### config.mk
export PLATFORM = sky130hd
export DESIGN_NAME = rx_activity_monitor
export DESIGN_NICKNAME = d
export VERILOG_FILES = /design/src/rtl/eth_mon_pkg.sv /design/src/rtl/sat_acc.sv /design/src/rtl/rx_activity_monitor.sv
export SDC_FILE = /design/constraint.sdc
export NUM_CORES = 1
export LEC_CHECK = 0
export BUFFER_PORTS_ARGS = -buffer_cell sky130_fd_sc_hd__buf_2
export CORE_ASPECT_RATIO = 1.2
export CORE_UTILIZATION = 38
export DETAILED_ROUTE_END_ITERATION = 7
export GPL_TIMING_DRIVEN = 0
export PLACE_DENSITY = 0.55
export SYNTH_ARGS = -nofsm -noshare
export SYNTH_HDL_FRONTEND = slang
export SYNTH_SLANG_ARGS = --single-unit
### constraint.sdc
create_clock -name rx_clk -period 2.4 [get_ports rx_clk]
set_input_delay 0.36 -clock rx_clk [delete_from_list [all_inputs] [get_ports rx_clk]]
set_output_delay 0.36 -clock rx_clk [all_outputs]
set_load 0.01 [all_outputs]
### src/rtl/eth_mon_pkg.sv
// Shared types and defaults for the receive-side activity monitor.
package eth_mon_pkg;

  typedef enum logic [1:0] {
    IDLE,
    ALIVE,
    TIMEOUT
  } mon_state_e;

  localparam int TIMEOUT_S_DEF = 3;
  localparam int CNT_W_DEF     = 32;
  localparam int TIMEOUT_S_MAX = 15;

endpackage

### src/rtl/sat_acc.sv
// Saturating counter; `next` is the value including this cycle's increment,
// so a window snapshot taken on the clear cycle still sees the last count.
module sat_acc #(
  parameter int W = 32
) (
  input  logic         clk,
  input  logic         rst_n,
  input  logic         inc,
  input  logic         clr,
  output logic [W-1:0] next
);

  logic [W-1:0] acc_q;

  assign next = (inc && (acc_q != '1)) ? acc_q + W'(1) : acc_q;

  always_ff @(posedge clk) begin
    if (!rst_n) begin
      acc_q <= '0;
    end else if (clr) begin
      acc_q <= '0;
    end else begin
      acc_q <= next;
    end
  end

endmodule

### src/rtl/rx_activity_monitor.sv
// Per-second GMII receive statistics plus a frame-free link watchdog.
module rx_activity_monitor
  import eth_mon_pkg::*;
#(
  parameter int TIMEOUT_S = TIMEOUT_S_DEF,
  parameter int CNT_W     = CNT_W_DEF
) (
  input  logic             rx_clk,
  input  logic             rst_n,
  input  logic             rx_dv,
  input  logic             rx_er,
  input  logic             timer_pulse,
  output logic             link_alive,
  output logic             timeout_pulse,
  output logic             stats_valid,
  output logic [CNT_W-1:0] frame_cnt_sec,
  output logic [CNT_W-1:0] byte_cnt_sec,
  output logic [CNT_W-1:0] err_cnt_sec
);

  if (TIMEOUT_S < 1 || TIMEOUT_S > TIMEOUT_S_MAX) begin : g_bad_timeout
    $error("rx_activity_monitor: TIMEOUT_S out of range 1..15");
  end

  logic             rx_dv_q;
  logic             err_seen_q;
  logic             err_seen_d;
  logic             sof;
  logic             err_inc;
  logic [CNT_W-1:0] frame_next;
  logic [CNT_W-1:0] byte_next;
  logic [CNT_W-1:0] err_next;
  mon_state_e       state_q;
  logic [3:0]       idle_secs_q;
  logic             link_alive_q;
  logic             timeout_pulse_q;
  logic             stats_valid_q;
  logic [CNT_W-1:0] frame_cnt_q;
  logic [CNT_W-1:0] byte_cnt_q;
  logic [CNT_W-1:0] err_cnt_q;

  assign sof = rx_dv & ~rx_dv_q;

  // A frame counts as errored once; the flag restarts at each frame start.
  assign err_inc    = rx_dv & rx_er & (sof | ~err_seen_q);
  assign err_seen_d = sof ? rx_er : (err_seen_q | (rx_dv & rx_er));

  always_ff @(posedge rx_clk) begin
    if (!rst_n) begin
      rx_dv_q    <= 1'b0;
      err_seen_q <= 1'b0;
    end else begin
      rx_dv_q    <= rx_dv;
      err_seen_q <= err_seen_d;
    end
  end

  sat_acc #(.W(CNT_W)) u_frame_acc (
    .clk(rx_clk), .rst_n(rst_n), .inc(sof), .clr(timer_pulse), .next(frame_next)
  );

  sat_acc #(.W(CNT_W)) u_byte_acc (
    .clk(rx_clk), .rst_n(rst_n), .inc(rx_dv), .clr(timer_pulse), .next(byte_next)
  );

  sat_acc #(.W(CNT_W)) u_err_acc (
    .clk(rx_clk), .rst_n(rst_n), .inc(err_inc), .clr(timer_pulse), .next(err_next)
  );

  always_ff @(posedge rx_clk) begin
    if (!rst_n) begin
      stats_valid_q <= 1'b0;
      frame_cnt_q   <= '0;
      byte_cnt_q    <= '0;
      err_cnt_q     <= '0;
    end else begin
      stats_valid_q <= timer_pulse;
      if (timer_pulse) begin
        frame_cnt_q <= frame_next;
        byte_cnt_q  <= byte_next;
        err_cnt_q   <= err_next;
      end
    end
  end

  // A frame start always wins over a coincident second boundary.
  always_ff @(posedge rx_clk) begin
    if (!rst_n) begin
      state_q         <= IDLE;
      idle_secs_q     <= 4'd0;
      link_alive_q    <= 1'b0;
      timeout_pulse_q <= 1'b0;
    end else if (sof) begin
      state_q         <= ALIVE;
      idle_secs_q     <= 4'd0;
      link_alive_q    <= 1'b1;
      timeout_pulse_q <= 1'b0;
    end else if (timer_pulse && (state_q == ALIVE)) begin
      idle_secs_q <= idle_secs_q + 4'd1;
      if (idle_secs_q == 4'(TIMEOUT_S - 1)) begin
        state_q         <= TIMEOUT;
        link_alive_q    <= 1'b0;
        timeout_pulse_q <= 1'b1;
      end else begin
        link_alive_q    <= 1'b1;
        timeout_pulse_q <= 1'b0;
      end
    end else begin
      link_alive_q    <= (state_q == ALIVE);
      timeout_pulse_q <= 1'b0;
    end
  end

  assign link_alive    = link_alive_q;
  assign timeout_pulse = timeout_pulse_q;
  assign stats_valid   = stats_valid_q;
  assign frame_cnt_sec = frame_cnt_q;
  assign byte_cnt_sec  = byte_cnt_q;
  assign err_cnt_sec   = err_cnt_q;

endmodule
==> impl_metrics.yaml <==
critical_path:
  r2r-end: "byte_cnt_sec[6]"
  path_class: "reg -> reg"
  endpoint: "byte_cnt_sec[6]"
  startpoint: "u_byte_acc.acc_q[0]"
  crit_path_cell_trace: "ha_4 > nand4_4 > or4_4 > buf_6 > o31ai_4 > buf_4 > nor4_1 > a311o_1"
  cp-end-kind: "flop"
  worstPathMaxFanout: 8
  ff2ff_setup_slack_ns: 0.05
  slowest_stage: "or4_4"
  slowest_delay_ns: 0.56
  reg2regPathDepth: 8
  path_depth: 8
  cp_top_family: "simple AND/OR/NAND/NOR gates"
  crit-reg2reg-launch: "u_byte_acc.acc_q[0]"
  crit_arrival_ns: 2.73
  critical_path_buf_inv_count: 2
  crit_required_ns: 2.78
  start_kind: "flop"
final_layout:
  final_cells: 1425
  n_fill_cell: 2177
  n_antenna_cell: 0
  drive_gt1_share_pct: 19.4
  final_cell_area_um2: 10700
  syn_to_final_growth_pct: 24.1
  mostFrequentLayoutCell: "dfxtp_1"
  layout_common_cells: "dfxtp_1, o21ai_0, buf_2"
  num-nets-final: 1146
global_route:
  grt_antenna_before_repair: 0
  met2_usage_pct: 36.6
  grt_use_total_pct: 21.7
  grt_use_met1_pct: 28.6
  grt_max_degree: 15
  grt.met3_usage_pct: 2.88
  grt_pass1_vias: 7630
  grt-ovfl-total: 0
  busiest_layer: "met2"
  grt_pass1_wl_um: 40700
clock_network:
  h-tree-depth: 1
  cts_buffers: 22
  clock_latency_ns: 0.50
  clock_sinks: 203
  tritoncts: "done"
  path_clk_slew_ns: 0.06
  hold_buffers: 0
  clk_path_buf_depth: 3
  cts_root_buffer: "clkbuf_16"
logic_synthesis:
  ys_ff_latch: 203
  ys_seq_area_share_pct: 47.2
  ys_async_sr_fraction_pct: 0
  ys_types: 54
  syn-num-nets: 1001
  synth_edf_count: 0
  syn_inst: 991
  synth_ff_type: "dfxtp_1"
  syn_area_um2: 8600
  synth_area_per_cell_um2: 8.68
  yosysWarnings: 0
placed_design:
  io_buffer_count: 101
  gp_congestion: 0.918
  hpwlAfterDp_um: 18100
  placed_cells: 1366
  place_area_um2: 9450
sta:
  fmax_ghz: 0.426
  whs_ns: 0.295
  slew_violations: 0
  hold_viol_final: 0
  post-route-min-period_ns: 2.35
  final_min_period_over_clock_period_pct: 97.8
  rsz0062_at_grt: "yes"
  setup_viol: 0
  max_slew_margin_pct: 50.8
  tightest_slew_ns: 0.738
  fin_tns_setup_ns: 0
  skew_ns: 0.00876
drt:
  wl_per_cell_um: 18.0
  drt-vias-per-instance: 5.70
  first_pass_iters: 5
  route.detailed.drc: 0
  postRouteAntennaNets: 0
  drt-total-wl_um: 25700
  drt_iter0_markers: 416
  via_count: 8118
floorplanning:
  core_area_um2: 21900
  ios: 104
  die_area_um2: 23300
  placementRows: 59
  die_w_um: 139
  die_h_um: 167
  initial_core_util_pct: 39.2
worst_hold_path:
  hp-class: "in -> reg"
job:
  maxCapViolCount: 0
power:
  power.total_mw: 7.65
  powerDensity_nw_per_um2: 716
  vdd_drop_max_mv: 0.533
  p_leak_nw: 3.66
outcome:
  status: "completed"
==> logic make-up (layout without fill, tap and decap cells) <==
logic type,after synthesis,in the layout,synth area share [%]
AND/OR/NAND/NOR,339,339,21.8
AO/OA/AOI/OAI,321,321,21.6
flip-flops,203,203,47.2
buffers and inverters,74,234,3.56
XOR/XNOR,45,45,4.58
adder cells (fa/ha/maj),5,5,0.727
multiplexers,4,4,0.465
==> synthesized netlist by cell type (all sizes together), types with 5 or more instances <==
cell	count	area (um^2)
dfxtp	203	4060
o21ai	127	636
a21oi	93	465
nor2	67	251
nand2	51	191
a31oi	48	300
clkbuf	46	173
nand3	42	210
nand4	41	263
or3	35	226
or4	29	220
xnor2	28	245
inv	17	63.8
nor4	17	134
xor2	17	149
nor3	15	90.1
o31ai	15	126
buf	10	66.3
o2111ai	9	78.8
or2	9	56.3
a211oi	7	52.6
and2	7	43.8
and3	7	43.8
o211ai	7	52.6
and4	6	52.6
a311oi	5	43.8
ha	5	62.6
nand2b	5	31.3
==> metrics by stage <==
step	util, %	setup WS (ns)
finish	48.7	0.0528
global route	48.7	-0.139
CTS	47.8	-0.00916
detailed placement	43.1	-0.417
global placement	43.1	-0.457
floorplan	-	0.0734
==> worst register-to-register path: stages (launching register included) <==
cell and delay (ns):
dfxtp_4 0.38, ha_4 0.16, nand4_4 0.12, or4_4 0.56
buf_6 0.15, o31ai_4 0.31, buf_4 0.18, nor4_1 0.05
a311o_1 0.33
==> metal layers <==
layer | vias up | routed length [um]
met5 | - | 0
met4 | 0 | 699
met3 | 45 | 1240
met2 | 214 | 12200
met1 | 3863 | 11600
li1 | 3996 | -
==> worst min-delay path by stage <==
stage / from / to / depth (start not counted)
final: rx_dv / rx_dv_q / 2
after global routing: rx_dv / rx_dv_q / 2
after CTS: rx_dv / rx_dv_q / 2
after detailed placement: frame_cnt_sec[0] / frame_cnt_sec[0] / 2
after global placement: frame_cnt_sec[0] / frame_cnt_sec[0] / 2
after floorplan: state_q[1] / state_q[1] / 2
==> final cells by class <==
type | instances | area, um^2 | share of cell area [%]
sequential | 203 | 4080 | 38.2
inverter | 18 | 67.6 | 0.633
buffer | 56 | 241 | 2.26
clock inverter | 8 | 171 | 1.60
tap | 274 | 343 | 3.21
clock buffer | 31 | 636 | 5.95
timing repair buffer | 121 | 668 | 6.26
multi-input combinational | 714 | 4480 | 41.9
==> registers in the layout, summed over array words and instances, names as in the netlist <==
register and count:
stats_valid 1, byte_cnt_sec 32, err_seen_q 1, rx_dv_q 1
link_alive 1, frame_cnt_sec 32, timeout_pulse 1, u_err_acc.acc_q 32
err_cnt_sec 32, u_byte_acc.acc_q 32, state_q 2, u_frame_acc.acc_q 32
idle_secs_q 4
==> where the power goes <==
| group | leakage [nW] | switching, mW | internal [mW] |
|---|---|---|---|
| sequential | 1.66 | 0.0439 | 3.45 |
| clock | 0.390 | 1.38 | 2.38 |
| combinational | 1.61 | 0.266 | 0.129 |
==> what timing repair did <==
action / 4_1_cts / 5_1_grt
pin swaps: 4 / 13
setup buffers: 9 / 11
cloned: 0 / 0
resized for setup: 23 / 29
endpoints found under the setup margin: 112 / 101
Power figures use the tool's default switching activity.
